===== src/rtl/sim_mem_pkg.sv =====
// sim_mem_pkg: shared types and constants for the simulation memory model.
//   mem_state_e          - bus-slave FSM states
//   DEFAULT_* constants  - MMIO addresses and the pass signature
//   BUS_ERROR_DATA       - read data returned for out-of-range accesses
//   LFSR_SEED/LFSR_TAPS  - stall-generator LFSR reset value and Galois taps
//   merge_bytes()        - byte-lane write merge
package sim_mem_pkg;

  typedef enum logic [1:0] {
    ST_IDLE = 2'd0,
    ST_WAIT = 2'd1,
    ST_RESP = 2'd2
  } mem_state_e;

  localparam logic [31:0] DEFAULT_CONSOLE_ADDR = 32'h1000_0000;
  localparam logic [31:0] DEFAULT_PASS_ADDR    = 32'h2000_0000;
  localparam logic [31:0] DEFAULT_PASS_VALUE   = 32'd123456789;
  localparam logic [31:0] BUS_ERROR_DATA       = 32'hDEAD_BEEF;

  localparam logic [15:0] LFSR_SEED = 16'hACE1;
  // x^16 + x^14 + x^13 + x^11 + 1 in right-shifting Galois form
  localparam logic [15:0] LFSR_TAPS = 16'hB400;

  function automatic logic [31:0] merge_bytes(input logic [31:0] old_word,
                                              input logic [31:0] new_word,
                                              input logic [3:0]  strb);
    logic [31:0] res;
    res = old_word;
    for (int i = 0; i < 4; i++) begin
      if (strb[i]) res[8*i +: 8] = new_word[8*i +: 8];
    end
    return res;
  endfunction

endpackage


===== src/rtl/sim_mem_lfsr.sv =====
// sim_mem_lfsr: 16-bit Galois LFSR that free-runs every cycle; its two low
// bits pick the random extra wait cycles of the memory model.
//   clock     - sole clock
//   reset     - synchronous active-high, reloads LFSR_SEED
//   rand_bits - lfsr[1:0]
module sim_mem_lfsr
  import sim_mem_pkg::*;
(
  input  logic       clock,
  input  logic       reset,
  output logic [1:0] rand_bits
);

  logic [15:0] lfsr;

  always_ff @(posedge clock) begin
    if (reset) begin
      lfsr <= LFSR_SEED;
    end else begin
      lfsr <= {1'b0, lfsr[15:1]} ^ (lfsr[0] ? LFSR_TAPS : 16'h0000);
    end
  end

  assign rand_bits = lfsr[1:0];

endmodule


===== config.mk =====
export PLATFORM = sky130hd
export DESIGN_NAME = sim_mem_lfsr
export DESIGN_NICKNAME = d
export VERILOG_FILES = /design/src/rtl/sim_mem_pkg.sv /design/src/rtl/sim_mem_lfsr.sv
export SDC_FILE = /design/constraint.sdc
export NUM_CORES = 1
export LEC_CHECK = 0
export CAP_MARGIN = 20
export CORE_AREA = 8 8 45 47
export CTS_BUF_LIST = sky130_fd_sc_hd__clkbuf_8
export DETAILED_ROUTE_END_ITERATION = 7
export DIE_AREA = 0 0 53 55
export DONT_BUFFER_PORTS = 1
export SLEW_MARGIN = 20
export SYNTH_ARGS = -nofsm -noshare
export SYNTH_HDL_FRONTEND = slang
export SYNTH_SLANG_ARGS = --single-unit

===== constraint.sdc =====
create_clock -name clock -period 0.8 [get_ports clock]
set_input_delay 0.04 -clock clock [delete_from_list [all_inputs] [get_ports clock]]
set_output_delay 0.04 -clock clock [all_outputs]
set_load 0.05 [all_outputs]

## After elaboration in Yosys (flattened, before gate mapping)

Cells that the tools add are included.

- Register bits: 16
- Logic and storage cells: 3
- Output and inout port bits: 2

- Multiplexer cells: 1
- Bitwise logic cells: 1

Operators with widths:

| cell | number |
|---|---|
| $mux 16 | 1 |
| $xor 15x16->16 | 1 |

## Logic depth before layout (Yosys ltp)

Gate-level depths: netlist (run 1).

- Depth in word-level cells: 2
- Mapped depth: 2
- Mapped depth without buffers: 2

## Worst setup path before layout (run 1)

Ideal clock, no wire load.

- Path kind: reg2reg
- Start point: register lfsr[0]
- End point: register lfsr[10]
- Library setup time: 0.117 ns
- Period minus slack after synthesis: 0.692 ns
- Path slack: 0.108 ns
- Data required time: 0.683 ns
- Data arrival time: 0.575 ns
- Stages on the path, launching flop included: 3
- Path through: dfxtp_1 xnor2_1 nand2b_1

- Longest elaborated chain between the ends: 2

RTL lines:

| item | line | text |
|---|---|---|
| start: declaration | sim_mem_lfsr.sv:14 | `logic [15:0] lfsr;` |
| start signal: assignment | sim_mem_lfsr.sv:20 | `lfsr <= {1'b0, lfsr[15:1]} ^ (lfsr[0] ? LFSR_TAPS : 16'h0000);` |
| $mux 16 | sim_mem_lfsr.sv:20 |  |
| $xor 15x16->16 | sim_mem_lfsr.sv:20 |  |

No other way between the ends.
A chain may end at the register's enable or synchronous reset.

## Worst setup path after layout (run 1)

- Start point: register lfsr[0]
- End point: output port rand_bits[0]

RTL lines:

| item | line | text |
|---|---|---|
| end: declaration | sim_mem_lfsr.sv:11 | `output logic [1:0] rand_bits` |

No word-level cell between the ends.

==> metrics, run 1 <==
via count roughly 220; # rows 14; CP Launch Point lfsr[0]; Layout area overhead 16.8%; CTS tree done; detailed-route vias per instance between 3 and 4; Hold Crit Class in2reg; non-filler cells, final 57; antenna violations before repair 0; Clock Sinks 16; post-route cell area between 500 and 600 um2; crit path max-delay cell type dfxtp_4; share of layout cells above drive strength 1 between 10% and 20%; static leakage about 0.00024 uW; yosys warns 0; GP Congestion around 0.6; synthesized flop and latch total 16; core area ~1400 um2; Top delay family on crit path flip-flops; CP endpoint rand_bits[0]; fin nets 44; DP Cell Count 53; first-pass GRT wire length 910 um; # fillers 128; Placement Cell Area just under 500 um2; f_max between 1 and 1.5 GHz; root buf cell clkbuf_8; CTS clock-pin slew for the worst setup and hold paths approximately 60 ps; n_diodes 0; Synth area leaders dfxtp_1, and2b_1, or2_1, xnor2_1, buf_4; top-area cell type share of the netlist area around two thirds; Worst Tran Pin Value about 170 ps; Total GRT Usage 4.56%; violated checks hold timing, setup timing; CTS HTree Levels 1; vias in the first global route approximately 210; Max-cap violations 0; clk_lat worst skew ~240 ps; die height between 50 and 60 um; Slew headroom between 80 and 90%; commonest non-fill, non-tap cell in the layout dfxtp_1; Initial DRT Pass Iterations 4; status finished with violations; crit path DAT about 770 ps; Final Setup Violations 1; critical-path cell list buf_8; port bufs 0; syn nets 40; Worst Skew 3.21 ps; global route overflow 0; ANT nets after route 0; clock buffer count from CTS 3; Worst setup EP type primary output; worst hold slack -134 ps; post-synthesis area per instance 12.6 um2; Mapped Cells 38; Synth cell types 9; # IOs 4; fin util about 40%; Crit Path Class reg2out; Starting Density 34.5%; Final Critical Period 812 ps; register with the most flip-flops lfsr; Final Hold Violating Endpoints 16; drt total wl about 540 um; Crit path required time 760 ps; Final period util 101%; Largest register FFs 16; post-synthesis sequential area ratio between 60% and 70%; Slew Viols, Final 0; worst vdd ir between 1 and 1.5 mV; Pwr per Cell Area approximately 2900 nW/um2; crit start category flip-flop; DIE AREA ~2900 um2; CP bufs+invs 1; reg-to-reg endpoint lfsr[10]; Die X roughly 53 um; DR iter-0 viols 2; mean routed wirelength per cell 9.47 um; Worst R2R Start lfsr[0]; clk buf depth 2; CP max stage delay approximately 380 ps; Largest regs lfsr: 16 flops; largest net degree at the start of global routing 17; DRC 0; Post-Syn Area roughly 480 um2; unrepaired setup endpoints after global routing true; CP Max Fanout 5; critical path depth 1; reg2reg path depth 2; most frequent cells in the layout dfxtp_1, or2_1, and2b_1; setup ws final -11.5 ps; Synth area leader dfxtp_1; setup slack, reg-to-reg 50 ps
-- where the power goes --
group / internal (uW) / switching [uW]
Sequential: 852 / 19.5
Combinational: 50.1 / 35.5
Clock: 435 / 244
-- per-stage QoR --
stage | setup TNS [ps] | setup slack, ps | total power, uW | hold slack [ps]
final | -11.5 | -11.5 | 1640 | -134
after global placement | 0 | 68.4 | 966 | 117
after global routing | -37.3 | -37.3 | 1710 | -142
after detailed placement | 0 | 15.9 | 970 | 120
after CTS | -22.9 | -22.9 | 1660 | -138
after floorplan | 0 | 108 | 965 | 215
-- area by class of cell --
cell class,instances,area [um2],area share (%)
flip-flops and latches,16,325,58.3
multi-input cells,19,131,23.5
clock buffers,4,55.1,9.87
repair buffers,2,26.3,4.71
well taps,16,20.0,3.59
-- routing by layer --
metal  vias to the layer above  global-route usage [%]  wire length [um]
met1                       100                    5.55               300
li1                        116                       -                 -
met5                         -                       0                 0
met3                         0                    3.21                43
met2                         3                    5.08               196
met4                         0                    3.88                 0
-- synth_stat cells --
library cell / instances
and2b_1: 6
buf_4: 2
buf_6: 1
dfxtp_1: 16
nand2b_1: 2
nor2_1: 1
nor2b_1: 1
or2_1: 6
xnor2_1: 3
-- worst min path at each step --
stage / startpoint / end / slack (ps) / cells past startpoint
global route: reset / lfsr[12] / -140 / 1
global placement: reset / lfsr[12] / 120 / 1
CTS: reset / lfsr[9] / -140 / 1
finish: reset / lfsr[9] / -130 / 1
floorplan: reset / lfsr[12] / 210 / 2
detailed placement: reset / lfsr[9] / 120 / 1
-- logic make-up (layout without fill, tap and decap cells) --
group	Yosys count	after routing	synth area share, %
xor gates and xnor gates	3	3	5.50
and+or+nand+nor	16	16	22.0
buffers and inverters	3	6	5.50
DFF	16	16	67.0
-- what timing repair did --
action	4_1_cts	5_1_grt
endpoints found under the hold margin	16	15
gates cloned	0	0
endpoints found under the setup margin	2	1
buffers inserted	0	0
gates resized for setup	6	0
Note: power is estimated with default switching activity, not from simulation.
==> run 2, diff against run 1 <==
--- a/config.mk
+++ b/config.mk
@@ -6,11 +6,12 @@
 export NUM_CORES = 1
 export LEC_CHECK = 0
 export CAP_MARGIN = 20
-export CORE_AREA = 8 8 45 47
+export CORE_AREA = 3 3 40 42
 export CTS_BUF_LIST = sky130_fd_sc_hd__clkbuf_8
 export DETAILED_ROUTE_END_ITERATION = 7
-export DIE_AREA = 0 0 53 55
+export DIE_AREA = 0 0 43 45
 export DONT_BUFFER_PORTS = 1
+export PLACE_DENSITY = 0.46
 export SLEW_MARGIN = 20
 export SYNTH_ARGS = -nofsm -noshare
 export SYNTH_HDL_FRONTEND = slang
==> run 2 against run 1 <==
Net effect:
- final cell count is 1.8% lower
- non-clock buffer count did not move
- fmax up 0.86%
- cell area fell by 0.22%
- flip-flop and latch count is the same
- clock skew decreased by 1.3 ps
- critical path depth stayed put
- via count grew 3.2%
- the flow still finishes with violations (hold timing, setup timing)
- combinational power shrank 2%
- routed wire length shrank 3.0%
==> metrics, run 2 (synthesis results as in run 1) <==
status finished with violations; violated checks hold timing, setup timing; Worst Skew 1.93 ps (-1.27 ps); share of layout cells above drive strength 1 19.5% (unchanged); Worst Tran Pin Value 136 ps (-30.6 ps); via count 226 (+3.2%); unrepaired setup endpoints after global routing true; root buf cell clkbuf_8; Hold Path Origin reset; Final period util 101% (-0.86 points); largest net degree at the start of global routing 17 (unchanged); DIE AREA 1940 um2 (-34%); commonest non-fill, non-tap cell in the layout dfxtp_1; Crit Path Class reg2out; TNS Setup -4.62 ps (+6.90 ps); Worst R2R Start lfsr[0]; DP Cell Count 52 (-1.9%); static leakage 0.000237 uW (unchanged); Clock Sinks 16 (unchanged); # rows 13 (-1); non-filler cells, final 56 (-1.8%); DR iter-0 viols 0 (-2); CP bufs+invs 1 (unchanged); net switching power figure 293 uW (-2.0%); Gate power share 5.2% (about the same); # IOs 4 (unchanged); Final Hold Violating Endpoints 16 (unchanged); Pwr per Cell Area 2930 nW/um2 (-0.15%); Die X 43 um (-19%); Largest register FFs 16 (unchanged); crit start category flip-flop; Flop pwr share 53.5% (+0.2 points); DRC 0 (unchanged); die height 45 um (-18%); Slew headroom 90.9% (+2.1 points); clk buf depth 2 (unchanged); critical-path cell list buf_8; Total GRT Usage 6.96% (+2.4 points); clk_lat worst skew 240 ps (about the same); crit path max-delay cell type dfxtp_4; n_diodes 0 (unchanged); detailed-route vias per instance 4.04 (+5.0%); setup ws final -4.62 ps (+6.90 ps); post-DP HPWL between 300 and 400 um; clock power share 41.3% (-0.2 points); first-pass GRT wire length 966 um (+6.2%); most frequent cells in the layout dfxtp_1, or2_1, and2b_1; Initial DRT Pass Iterations 1 (-3); # fillers 126 (-1.6%); Slew Viols, Final 0 (unchanged); setup slack, reg-to-reg 90 ps (+40 ps); fin util 43.3% (+3.0 points); Top delay family on crit path flip-flops; reg2reg path depth 2 (unchanged); CTS tree done; worst vdd ir 1.62 mV (+55%); global route overflow 0 (unchanged); drt total wl 524 um (-3.0%); Final Critical Period 805 ps (-6.90 ps); mean routed wirelength per cell 9.36 um (-1.2%); critical path depth 1 (unchanged); reg-to-reg endpoint lfsr[10]; clock buffer count from CTS 3 (unchanged); fin nets 44 (unchanged); vias in the first global route 244 (+17%); Pint 1340 uW (about the same); core area 1280 um2 (-7.1%); Starting Density 37.2% (+2.7 points); antenna violations before repair 0 (unchanged); CP Launch Point lfsr[0]; Hold Crit Class in2reg; f_max 1.24 GHz (+0.86%); Largest regs lfsr: 16 flops; CP max stage delay 380 ps (about the same); crit path DAT 760 ps (about the same); ANT nets after route 0 (unchanged); # Post-CTS Setup Buffers 0 (unchanged); register with the most flip-flops lfsr; Worst setup EP type primary output; CP Max Fanout 5 (unchanged); Crit path required time 760 ps (about the same); Layout area overhead 16.5%; Sw Ratio 18.0% (-0.30 points); hold depth 1 (unchanged); Hold Path Sink lfsr[9]; worst hold slack -131 ps (+2.73 ps); port bufs 0 (unchanged); CTS clock-pin slew for the worst setup and hold paths 60 ps (about the same); CTS HTree Levels 1 (unchanged); Final Setup Violations 1 (unchanged); Max-cap violations 0 (unchanged); GP Congestion 0.606 (-0.87%)
==> run 2: layout make-up <==
type                    count  area [um2]  share of cell area (%)
repair buffers              2        26.3                    4.72
clock buffers               4        55.1                    9.89
flip-flops and latches     16         325                    58.4
well taps                  15        18.8                    3.37
multi-input cells          19         131                    23.6
==> run 2: timing repair <==
item	CTS	global route
endpoints found under the setup margin	2	2
cloned	0	0
endpoints found under the hold margin	16	15
resized for setup	5	1
==> run 2: metal layers <==
layer  share of wire, %  track usage, %  wire length [um]  vias to the layer above
li1                   -               -                 -                      118
met1                 49            8.13               257                      102
met2                 41            9.28               216                        4
met3                7.4            3.98                39                        2
met4                2.1            5.42                11                        0
met5                  0               0                 0                        -
==> run 2: worst max path at each step <==
stage                              end
final                     rand_bits[0]
after global routing      rand_bits[0]
after CTS                 rand_bits[0]
after detailed placement      lfsr[13]
after global placement        lfsr[10]
after floorplan               lfsr[10]
==> run 2: per-stage QoR <==
| step | power [uW] | setup slack (ps) | instance area, um2 |
|---|---|---|---|
| floorplan | 965 | 108 | 478 |
| global placement | 967 | 66.2 | 485 |
| detailed placement | 968 | 53.8 | 485 |
| CTS | 1660 | -12.2 | 556 |
| global route | 1700 | -31.5 | 557 |
| finish | 1630 | -4.62 | 557 |
==> run 2: power by group through the flow <==
stage               combinational (uW)  clock, uW  sequential, uW
floorplan                         81.0          0             884
CTS                               86.0        699             873
global route                      92.9        730             879
detailed placement                78.9          0             889
global placement                  78.9          0             888
finish                            84.2        673             872
==> run 3, diff against run 2 <==
==> constraint.sdc (replaced) <==
create_clock -name clock -period 0.9 [get_ports clock]
set_input_delay 0.045 -clock clock [delete_from_list [all_inputs] [get_ports clock]]
set_output_delay 0.045 -clock clock [all_outputs]
set_load 0.05 [all_outputs]
==> run 3 against run 2 <==
Net effect:
- the run ends with hold timing left
- utilization decreased by 0.88 points
- non-clock buffer count did not move
- critical endpoint unchanged
- cell area shrank 2.0%
- global-route usage increased by 0.084 points
- register-to-register slack gained 120 ps
==> metrics, run 3 (synthesis results as in run 1) <==
global route overflow 0 (unchanged); Pwr per Cell Area 2650 nW/um2 (-9.4%); detailed-route vias per instance 3.96 (-1.8%); setup ws final 62.9 ps (+67.5 ps); first-pass GRT wire length 979 um (+1.3%); Final Hold Violating Endpoints 15 (-1); worst vdd ir 1.44 mV (-11%); Worst setup EP type primary output; # IOs 4 (unchanged); Crit path required time 850 ps (+90 ps); critical-path cell list buf_6; Final period util 93.0%; Largest regs lfsr: 16 flops; unrepaired setup endpoints after global routing false; antenna violations before repair 0 (unchanged); CP Max Fanout 5 (unchanged); clock buffer count from CTS 3 (unchanged); Slew headroom 90.9% (unchanged); Hold Crit Class in2reg; Final Critical Period 837 ps; Max-cap violations 0 (unchanged); Crit Path Class reg2out; crit start category flip-flop; Die X 43 um (unchanged); DRC 0 (unchanged); top sig layer met4; violated checks hold timing; ANT nets after route 0 (unchanged); Worst Skew 1.92 ps (-0.0124 ps); via count 222 (-1.8%); vias in the first global route 247 (+1.2%); Met2 Wirelength 197 um (-8.8%); clk_lat worst skew 240 ps (about the same); core area 1280 um2 (unchanged); Total GRT Usage 7.05% (+0.084 points); commonest non-fill, non-tap cell in the layout dfxtp_1; port bufs 0 (unchanged); drt total wl 512 um (-2.3%); largest net degree at the start of global routing 17 (unchanged); critical path depth 1 (unchanged); die height 45 um (unchanged); CTS HTree Levels 1 (unchanged); crit path max-delay cell type dfxtp_2; # rows 13 (unchanged); root buf cell clkbuf_8; GP Congestion 0.606 (unchanged); Layout area overhead 14.1%; Worst Tran Pin Value 136 ps (unchanged); mean routed wirelength per cell 9.14 um (-2.3%); CTS clock-pin slew for the worst setup and hold paths 60 ps (about the same); CP max stage delay 380 ps (about the same); Initial DRT Pass Iterations 1 (unchanged); f_max 1.19 GHz; status finished with violations; reg2reg path depth 2 (unchanged); DIE AREA 1940 um2 (unchanged); fin nets 44 (unchanged); crit path DAT 790 ps (+30 ps); Pwr Total 1450 uW (-11%); CTS tree done; Clock Sinks 16 (unchanged); # Post-CTS Setup Buffers 0 (unchanged); hold depth 1 (unchanged); Largest register FFs 16 (unchanged); Starting Density 37.2% (unchanged); register with the most flip-flops lfsr; most frequent cells in the layout dfxtp_1, or2_1, and2b_1; DR iter-0 viols 0 (unchanged); n_diodes 0 (unchanged); TNS Setup 0 ps (+4.62 ps); Final Setup Violations 0 (-1); non-filler cells, final 56 (unchanged); Top delay family on crit path flip-flops; static leakage 0.000234 uW (-1.2%); Slew Viols, Final 0 (unchanged); clk buf depth 2 (unchanged); Routed met1 length 263 um (+2.3%); DP Cell Count 52 (unchanged); share of layout cells above drive strength 1 17.1% (-2.4 points); Routed met3 length 40 um (+2.6%); post-DP HPWL 338 um (unchanged); pre-CTS setup slack 154 ps (+100 ps); CP bufs+invs 1 (unchanged); worst hold slack -126 ps (+4.82 ps)
-- run 3: cell counts in the layout (fill, tap and decap cells not counted) --
Identical to the previous run, type by type.
-- run 3: timing repair --
item                                    in CTS  in global routing
endpoints found under the hold margin       16                 15
endpoints found under the setup margin       1                  0
gates resized for setup                      2                  0
-- run 3: report_power, final --
group / total, uW / internal [uW] / switching (uW)
clock: 599 / 387 / 213
combinational: 71.9 / 41.6 / 30.3
sequential: 776 / 759 / 17.1
-- run 3: per-stage QoR --
step	utilization (%)	instance area, um2
2_1_floorplan	-	478
3_3_place_gp	37.8	485
3_5_place_dp	37.8	485
4_1_cts	42.5	546
5_1_grt	42.5	546
6_report	42.5	546
-- run 3: final timing paths --
path         startpoint      endpoint  slack, ps
max             lfsr[0]  rand_bits[0]         60
min               reset       lfsr[9]       -130
max reg2reg     lfsr[0]      lfsr[10]        210
min reg2reg     lfsr[7]       lfsr[6]        410
-- run 3: per-layer routing --
metal / track usage, % / up-vias
met5: 0 / -
met2: 9.28 / 4
met4: 5.42 / 0
met3: 3.98 / 2
li1: - / 117
met1: 8.37 / 99
-- run 3: cell type report --
type	count	area, um2
clock buffers	4	55.1
well taps	15	18.8
repair buffers	2	18.8
fillers	124	739
multi-input cells	19	131
flip-flops and latches	16	322
